**config.mk**
```make
export PLATFORM = sky130hd
export DESIGN_NAME = vram_scheduler
export DESIGN_NICKNAME = d
export VERILOG_FILES = /design/src/rtl/vram_sched_pkg.sv /design/src/rtl/vram_phase_ctr.sv /design/src/rtl/vram_scheduler.sv
export SDC_FILE = /design/constraint.sdc
export NUM_CORES = 1
export LEC_CHECK = 0
export CORE_UTILIZATION = 38
export CTS_BUF_LIST = sky130_fd_sc_hd__clkbuf_8
export DETAILED_ROUTE_END_ITERATION = 16
export PLACE_DENSITY = 0.95
export SETUP_SLACK_MARGIN = 0.2
export SLEW_MARGIN = 10
export SYNTH_ARGS = -nofsm -noshare
export SYNTH_HDL_FRONTEND = slang
export SYNTH_SLANG_ARGS = --single-unit
```
**constraint.sdc**
```tcl
create_clock -name clk -period 4.3 [get_ports clk]
set_input_delay 0.645 -clock clk [delete_from_list [all_inputs] [get_ports clk]]
set_output_delay 0.645 -clock clk [all_outputs]
set_load 0.01 [all_outputs]
```
**src/rtl/vram_sched_pkg.sv**
```systemverilog
// Shared types and phase constants for the VRAM CPU/video scheduler.
package vram_sched_pkg;

    localparam int unsigned PHASE_W = 3;

    localparam logic [PHASE_W-1:0] VID_SLOT_FIRST = PHASE_W'(5);
    localparam logic [PHASE_W-1:0] VID_SLOT_LAST  = PHASE_W'(6);
    localparam logic [PHASE_W-1:0] LOAD_PHASE     = PHASE_W'(7);

    typedef enum logic [1:0] {
        ST_IDLE   = 2'd0,
        ST_ACCESS = 2'd1,
        ST_ACK    = 2'd2
    } cpu_state_t;

    // A CPU access may start only when it cannot collide with the next video fetch.
    function automatic logic cpu_slot_free(input logic [PHASE_W-1:0] phase, input logic hblank);
        return hblank || (phase <= PHASE_W'(3)) || (phase == LOAD_PHASE);
    endfunction

endpackage

```
**src/rtl/vram_phase_ctr.sv**
```systemverilog
// 3-bit pixel phase counter: advances on pix_en, held at 0 during horizontal blank.
module vram_phase_ctr
    import vram_sched_pkg::*;
(
    input  logic               clk,
    input  logic               n_clr,
    input  logic               pix_en,
    input  logic               hblank,
    output logic [PHASE_W-1:0] phase
);

    logic [PHASE_W-1:0] r_phase;

    always_ff @(posedge clk) begin
        if (!n_clr) begin
            r_phase <= '0;
        end else if (hblank) begin
            r_phase <= '0;
        end else if (pix_en) begin
            r_phase <= r_phase + PHASE_W'(1);
        end
    end

    assign phase = r_phase;

endmodule

```
**src/rtl/vram_scheduler.sv**
```systemverilog
// Arbitrates one synchronous VRAM port between the tile fetch and a stalling CPU.
// Optional sticky protocol-error flag cpu_err when VRAM_SCHED_ERR_EN is defined.
module vram_scheduler
    import vram_sched_pkg::*;
#(
    parameter int unsigned ADDR_W = 10,
    parameter int unsigned DATA_W = 8
) (
    input  logic              clk,
    input  logic              n_clr,
    input  logic              pix_en,
    input  logic              hblank,
    input  logic [ADDR_W-1:0] tile_addr,
    input  logic              cpu_req,
    input  logic              cpu_we,
    input  logic [ADDR_W-1:0] cpu_addr,
    input  logic [DATA_W-1:0] cpu_wdata,
    output logic [DATA_W-1:0] cpu_rdata,
    output logic              cpu_ack,
    output logic              cpu_wait,
    output logic [ADDR_W-1:0] ram_addr,
    output logic              ram_we,
    output logic [DATA_W-1:0] ram_wdata,
    input  logic [DATA_W-1:0] ram_rdata,
    output logic [DATA_W-1:0] tile_code,
    output logic              sr_load_n
`ifdef VRAM_SCHED_ERR_EN
    ,
    output logic              cpu_err
`endif
);

    logic [PHASE_W-1:0] w_phase;
    logic               w_vid_slot;
    logic               w_grant;
    logic               w_rd_ack;
    cpu_state_t         r_state;
    cpu_state_t         w_state_nxt;
    logic [DATA_W-1:0]  r_rdata;
    logic [DATA_W-1:0]  r_tile_code;

    vram_phase_ctr u_phase_ctr (
        .clk    (clk),
        .n_clr  (n_clr),
        .pix_en (pix_en),
        .hblank (hblank),
        .phase  (w_phase)
    );

    assign w_vid_slot = !hblank && (w_phase >= VID_SLOT_FIRST) && (w_phase <= VID_SLOT_LAST);
    assign w_grant    = cpu_req && cpu_slot_free(w_phase, hblank);

    always_ff @(posedge clk) begin
        if (!n_clr) begin
            r_state <= ST_IDLE;
        end else begin
            r_state <= w_state_nxt;
        end
    end

    // Next state and RAM port mux; the write strobe is killed by reset in the same cycle.
    always_comb begin
        w_state_nxt = r_state;
        ram_addr    = tile_addr;
        ram_we      = 1'b0;
        ram_wdata   = '0;
        case (r_state)
            ST_IDLE: begin
                if (w_grant) begin
                    w_state_nxt = ST_ACCESS;
                end
            end
            ST_ACCESS: begin
                w_state_nxt = ST_ACK;
                if (!w_vid_slot) begin
                    ram_addr  = cpu_addr;
                    ram_we    = cpu_we && n_clr;
                    ram_wdata = cpu_wdata;
                end
            end
            ST_ACK: begin
                w_state_nxt = ST_IDLE;
            end
            default: begin
                w_state_nxt = ST_IDLE;
            end
        endcase
    end

    assign w_rd_ack = (r_state == ST_ACK) && !cpu_we;

    always_ff @(posedge clk) begin
        if (!n_clr) begin
            r_rdata     <= '0;
            r_tile_code <= '0;
        end else begin
            if (w_rd_ack) begin
                r_rdata <= ram_rdata;
            end
            if ((w_phase == VID_SLOT_LAST) && pix_en) begin
                r_tile_code <= ram_rdata;
            end
        end
    end

    // Read data is bypassed during the ack cycle and held in r_rdata afterwards.
    assign cpu_ack   = (r_state == ST_ACK);
    assign cpu_wait  = cpu_req && !cpu_ack;
    assign cpu_rdata = w_rd_ack ? ram_rdata : r_rdata;
    assign tile_code = r_tile_code;
    assign sr_load_n = !(n_clr && pix_en && !hblank && (w_phase == LOAD_PHASE));

`ifdef VRAM_SCHED_ERR_EN
    logic              r_err;
    logic              r_pending;
    logic              r_we_d;
    logic [ADDR_W-1:0] r_addr_d;
    logic              w_err_set;

    // r_pending marks a request that was seen in IDLE but not yet granted.
    assign w_err_set = (r_pending && !cpu_req) ||
                       ((r_state == ST_ACCESS) &&
                        (!cpu_req || (cpu_addr != r_addr_d) || (cpu_we != r_we_d)));

    always_ff @(posedge clk) begin
        if (!n_clr) begin
            r_err     <= 1'b0;
            r_pending <= 1'b0;
            r_we_d    <= 1'b0;
            r_addr_d  <= '0;
        end else begin
            r_pending <= (r_state == ST_IDLE) && cpu_req && !w_grant;
            r_we_d    <= cpu_we;
            r_addr_d  <= cpu_addr;
            if (w_err_set) begin
                r_err <= 1'b1;
            end
        end
    end

    assign cpu_err = r_err;
`endif

endmodule

```
=== Word-level counts from Yosys, hierarchy flattened ===
Cells that the tools add are included.
Widths: inputs -> output; s select.

* Equality and inequality tests: 5
* Multiplexer cells: 9
* Reductions and logical operators: 18
* Bitwise operators: 1
* $lt $le $gt $ge: 3
* $add $sub $neg: 1

{| class="wikitable"
|+ Operator list
! kind !! number
|-
| $mux 8 || 3
|-
| $mux 10 || 2
|-
| $logic_and 1x1->1 || 10
|-
| $eq 3x3->1 const B || 2
|-
| $logic_not 1->1 || 4
|-
| $pmux 2 s2 || 1
|-
| $add 3x1->3 const B || 1
|-
| $ge 3x3->1 const B || 1
|-
| $le 3x2->1 const B || 1
|-
| $le 3x3->1 const B || 1
|-
| $eq 2x1->1 const B || 1
|-
| $eq 2x2->1 const B || 1
|-
| $logic_not 2->1 || 1
|-
| $logic_or 1x1->1 || 2
|-
| $mux 1 || 2
|-
| $mux 2 || 1
|-
| $ne 2x2->1 const B || 1
|-
| $reduce_or 2->1 || 1
|-
| $not 1->1 || 1
|}

* Logic and storage cells: 41
* Bits in registers: 21
* Output and inout bits: 38
* Input bits: 42

=== Depth between registers and ports, before layout ===
* Depth after elaboration: 6
* Mapped depth: 6

=== Hierarchy ===
From an unflattened synthesis, not the netlist that was laid out.

* Cells, all modules: 109
* Area, all modules: 1062.3 sq um

{| class="wikitable"
|+ By module, submodules not included
! module !! cells each !! times used !! area an instance (sq um) !! seq. area each (sq um)
|-
| vram_scheduler || 97 || 1 || 934.6 || 360.3
|-
| vram_phase_ctr || 12 || 1 || 127.6 || 60.1
|}

=== Least setup slack after synthesis ===
Ideal clock, no wire load.

* Path type: reg-to-output
* Start: register u_phase_ctr.r_phase[1], in the netlist u_phase_ctr.phase[1]
* End: output ram_addr[2]
* Slack: 1.876 ns
* Data arrival time: 1.779 ns
* Buffers on the path: 1
* Cell stages (with the launch flop): 7
* Cell sequence: dfxtp_1 > inv_1 > ha_1 > or3_4 > a41oi_4 > buf_6 > mux2_4

* Word-level cells in the longest chain between the ends: 5

{| class="wikitable"
|+ Ends and longest elaborated chain
! element !! RTL line !! source
|-
| from (decl) || vram_phase_ctr.sv:12 || <nowiki>logic [PHASE_W-1:0] r_phase;</nowiki>
|-
| from (signal assigned) || vram_phase_ctr.sv:20 || <nowiki>r_phase <= r_phase + PHASE_W'(1);</nowiki>
|-
| $ge 3x3->1 || vram_scheduler.sv:50 || <nowiki>assign w_vid_slot = !hblank && (w_phase >= VID_SLOT_FIRST) && (w_phase <= VID_SLOT_LAST);</nowiki>
|-
| $logic_and 1x1->1 || vram_scheduler.sv:50 ||
|-
| $logic_and 1x1->1 * || vram_scheduler.sv:50 ||
|-
| $mux 10 * || vram_scheduler.sv:75 || <nowiki>if (!w_vid_slot) begin</nowiki>
|-
| $mux 10 * || vram_scheduler.sv:67 || <nowiki>case (r_state)</nowiki>
|-
| to (decl) || vram_scheduler.sv:21 || <nowiki>output logic [ADDR_W-1:0] ram_addr,</nowiki>
|}

Mark *: on every way between the ends. The rest lies on a longest branch, timed or not.

=== Worst setup path after layout ===
* Start: register u_phase_ctr.r_phase[1], in the netlist u_phase_ctr.phase[1]
* End: output ram_addr[5]

The elaborated chain is that of the path after synthesis.

==> metrics.md <==
| Metric | Value |
|---|---|
| Run status | `finished, final reports clean` |
| Period Utilization, post-route | `~78%` |
| CP arrival | `2.71 ns` |
| Synth Net Count | `between 150 and 200` |
| Die extent in x | `approximately 56 µm` |
| Number of synthesized flops with an enable pin | `0` |
| Skew final | `roughly 0.0063 ns` |
| Unrepaired setup endpoints after global routing | `no` |
| CP startpoint | `u_phase_ctr.phase[1]` |
| Ant. Diodes | `0` |
| GPL Wtd Cong | `roughly 0.83` |
| Routed len/inst | `between 10 and 15 µm` |
| Die Y-Extent | `between 50 and 60 µm` |
| Cts repair resizes | `0` |
| DRT Pass-1 Iters | `5` |
| RR Endpoint | `r_rdata[0]` |
| Synth Area per Inst | `10.4 µm²` |
| Crit path max fanout | `19` |
| TritonCTS clock tree | `done` |
| Crit path capture | `ram_addr[5]` |
| Total global routing overflow | `0` |
| Via density | `just under 5` |
| Tmin final | `3.35 ns` |
| FMAX | `~300 MHz` |
| Root Driver | `clkbuf_8` |
| Clk sink count | `21` |
| Reg-to-reg setup timing slack | `between 2 and 3 ns` |
| Post-Syn Instances | `roughly 110` |
| Worst Hold Class | `register to register` |
| Post-synth top area share | `approximately two fifths` |
| Synthesis warning total | `0` |
| Post CTS Setup Buffer Count | `0` |
| Final hold vios | `0` |
| Die area | `between 0.003 and 0.004 mm²` |
| Starting Density | `40.1%` |
| Final WL | `3180 µm` |
| Worst slew margin | `a little over 60%` |
| Fin. max-slew vios | `0` |
| Htree depth | `1` |
| Sequential fraction of the synthesis area | `a little under two fifths` |
| Vias in the first global route | `approximately 1.2k` |
| Max-cap check violation count | `0` |
| Total number of vias | `1048` |
| Core area | `~0.0028 mm²` |
| Total GRT Usage | `a little over a fifth` |
| Fin nets | `234` |
| Layout cells sized above 1 | `between 15 and 20%` |
| Top cells by area, synth | `dfxtp_1 (38%), mux2_2 (17%), mux2i_1 (7.2%), and2_1 (5.7%), ha_1 (5.7%)` |
| P_leak | `slightly above 0.8 nW` |
| Register clock-pin slew on the reported worst setup and hold paths | `about 0.080 ns` |
| Post-synth top flop | `dfxtp_1` |
| Worst vdd ir | `roughly 0.24 mV` |
| Clock latency on the worst-skew pair | `between 0.2 and 0.3 ns` |
| R2R Path Start | `r_state[1]` |
| Cell variety after synth | `26` |
| Hold Slack | `0.483 ns` |
| IO Count | `80` |
| Ys async rst share | `0%` |
| CTS buffer count | `3` |
| Initial DRC count | `18` |
| Critical Path End Type | `output port` |
| Pin slew with the least headroom to its limit | `~0.57 ns` |
| Yosys top cell by area | `dfxtp_1` |
| Area grow syn2layout | `77.4%` |
| Hold buffers post-CTS | `0` |
| Post-DRT Antenna Nets | `0` |
| Dpl hpwl | `~2700 µm` |
| IO buf count | `approximately 80` |
| Reg2reg path depth | `3` |
| FP Rows | `19` |
| Startpoint Class | `register` |
| Cells on Worst Hold Path | `1` |
| Residual DRC | `0` |
| Setup_tns | `0 ns` |
| Initial antenna violation count | `0` |
| Global-route wire length before repair | `5130 µm` |
| Pin count of the biggest net entering global routing | `20` |
| Post-Syn Area | `about 0.0011 mm²` |
| Setup CP Type | `register to output port` |
| Power per cell area | `~220 mW/mm²` |
| Register bit count reported by yosys | `21` |
| CP required | `~3.7 ns` |
| Final setup vio count | `0` |
| Max clock buf depth | `2` |
stage by stage:
stage,util (%),total power [mW],std cells,instance area [µm²],setup slack (ns)
2_1_floorplan,-,0.249,106,1110,1.88
3_3_place_gp,69.5,0.317,213,1920,1.12
3_5_place_dp,69.5,0.321,213,1920,1.04
4_1_cts,71.1,0.443,217,1960,0.936
5_1_grt,71.1,0.456,217,1960,0.782
6_report,71.1,0.438,217,1960,0.945
routing by layer:
layer  track usage (%)  up-vias  share of wire [%]
li1                  -      518                  -
met1              20.4      482                 36
met2              43.7       44                 57
met3              3.26        4                5.1
met4              6.27        0                1.3
met5                 0        -                  0
power breakdown:
part / switching [mW] / leakage, nW / internal [mW]
Combinational: 0.0378 / 0.624 / 0.0763
Clock: 0.0591 / 0.0269 / 0.0634
Sequential: 0.00365 / 0.170 / 0.198
how the worst min path moves through the flow:
| stage | slack (ns) | end | start |
|---|---|---|---|
| 5_1_grt | 0.50 | r_state[0] | r_state[1] |
| 6_report | 0.48 | r_state[0] | r_state[1] |
| 3_3_place_gp | 0.44 | r_state[0] | r_state[1] |
| 4_1_cts | 0.47 | r_state[0] | r_state[1] |
| 2_1_floorplan | 0.42 | r_state[0] | r_state[1] |
| 3_5_place_dp | 0.45 | r_state[0] | r_state[1] |
cell type report:
cell class | count | area (µm²)
clock buffer | 3 | 41.3
fill | 206 | 796
multi-input combinational | 77 | 648
timing repair buffer | 79 | 791
tap | 31 | 38.8
inverter | 5 | 18.8
sequential | 21 | 420
clock inverter | 1 | 3.75
synthesized netlist by cell type (2+ instances only):
| library cell | count |
|---|---|
| nor4_1 | 2 |
| inv_1 | 4 |
| and2_1 | 10 |
| dfxtp_1 | 21 |
| nand2_1 | 2 |
| a211oi_1 | 2 |
| mux2i_1 | 8 |
| nor2_1 | 12 |
| mux2_2 | 17 |
| ha_1 | 5 |
| nor2b_1 | 2 |
| and2_2 | 6 |
| clkbuf_1 | 2 |
worst max-delay path, cell delays in order (launching register included):
cell             delay (ns)
dfxtp_1                0.44
inv_1                  0.07
ha_1                   0.18
or3_4                  0.34
a41oi_4                0.54
mux2_2                 0.41
clkdlybuf4s50_1        0.48
flip-flops by register name, summed over array words and instances, names as in the netlist:
register	cells
r_rdata	8
r_state	2
tile_code	8
u_phase_ctr.phase	3
layout by cell type (no fill, tap or decap), types with 3 or more instances in the layout:
master           synthesis  routed
and2_1                  10      10
and2_2                   6       6
clkbuf_8                 0       3
clkdlybuf4s50_1          0      79
dfxtp_1                 21      21
ha_1                     5       5
inv_1                    4       5
mux2_2                  17      17
mux2i_1                  8       8
nor2_1                  12      12
logic make-up (layout without fill, tap and decap cells):
kind of cell    Yosys count  in the layout  synth area share [%]
fa+ha+maj                 5              5                  5.66
mux                      26             26                  25.9
xor+xnor                  1              1                 0.792
simple gates             41             41                  21.9
compound gates            4              4                  4.30
buf+inv                   8             88                  3.39
flops                    21             21                  38.0
(Power assumes the default switching activity.)
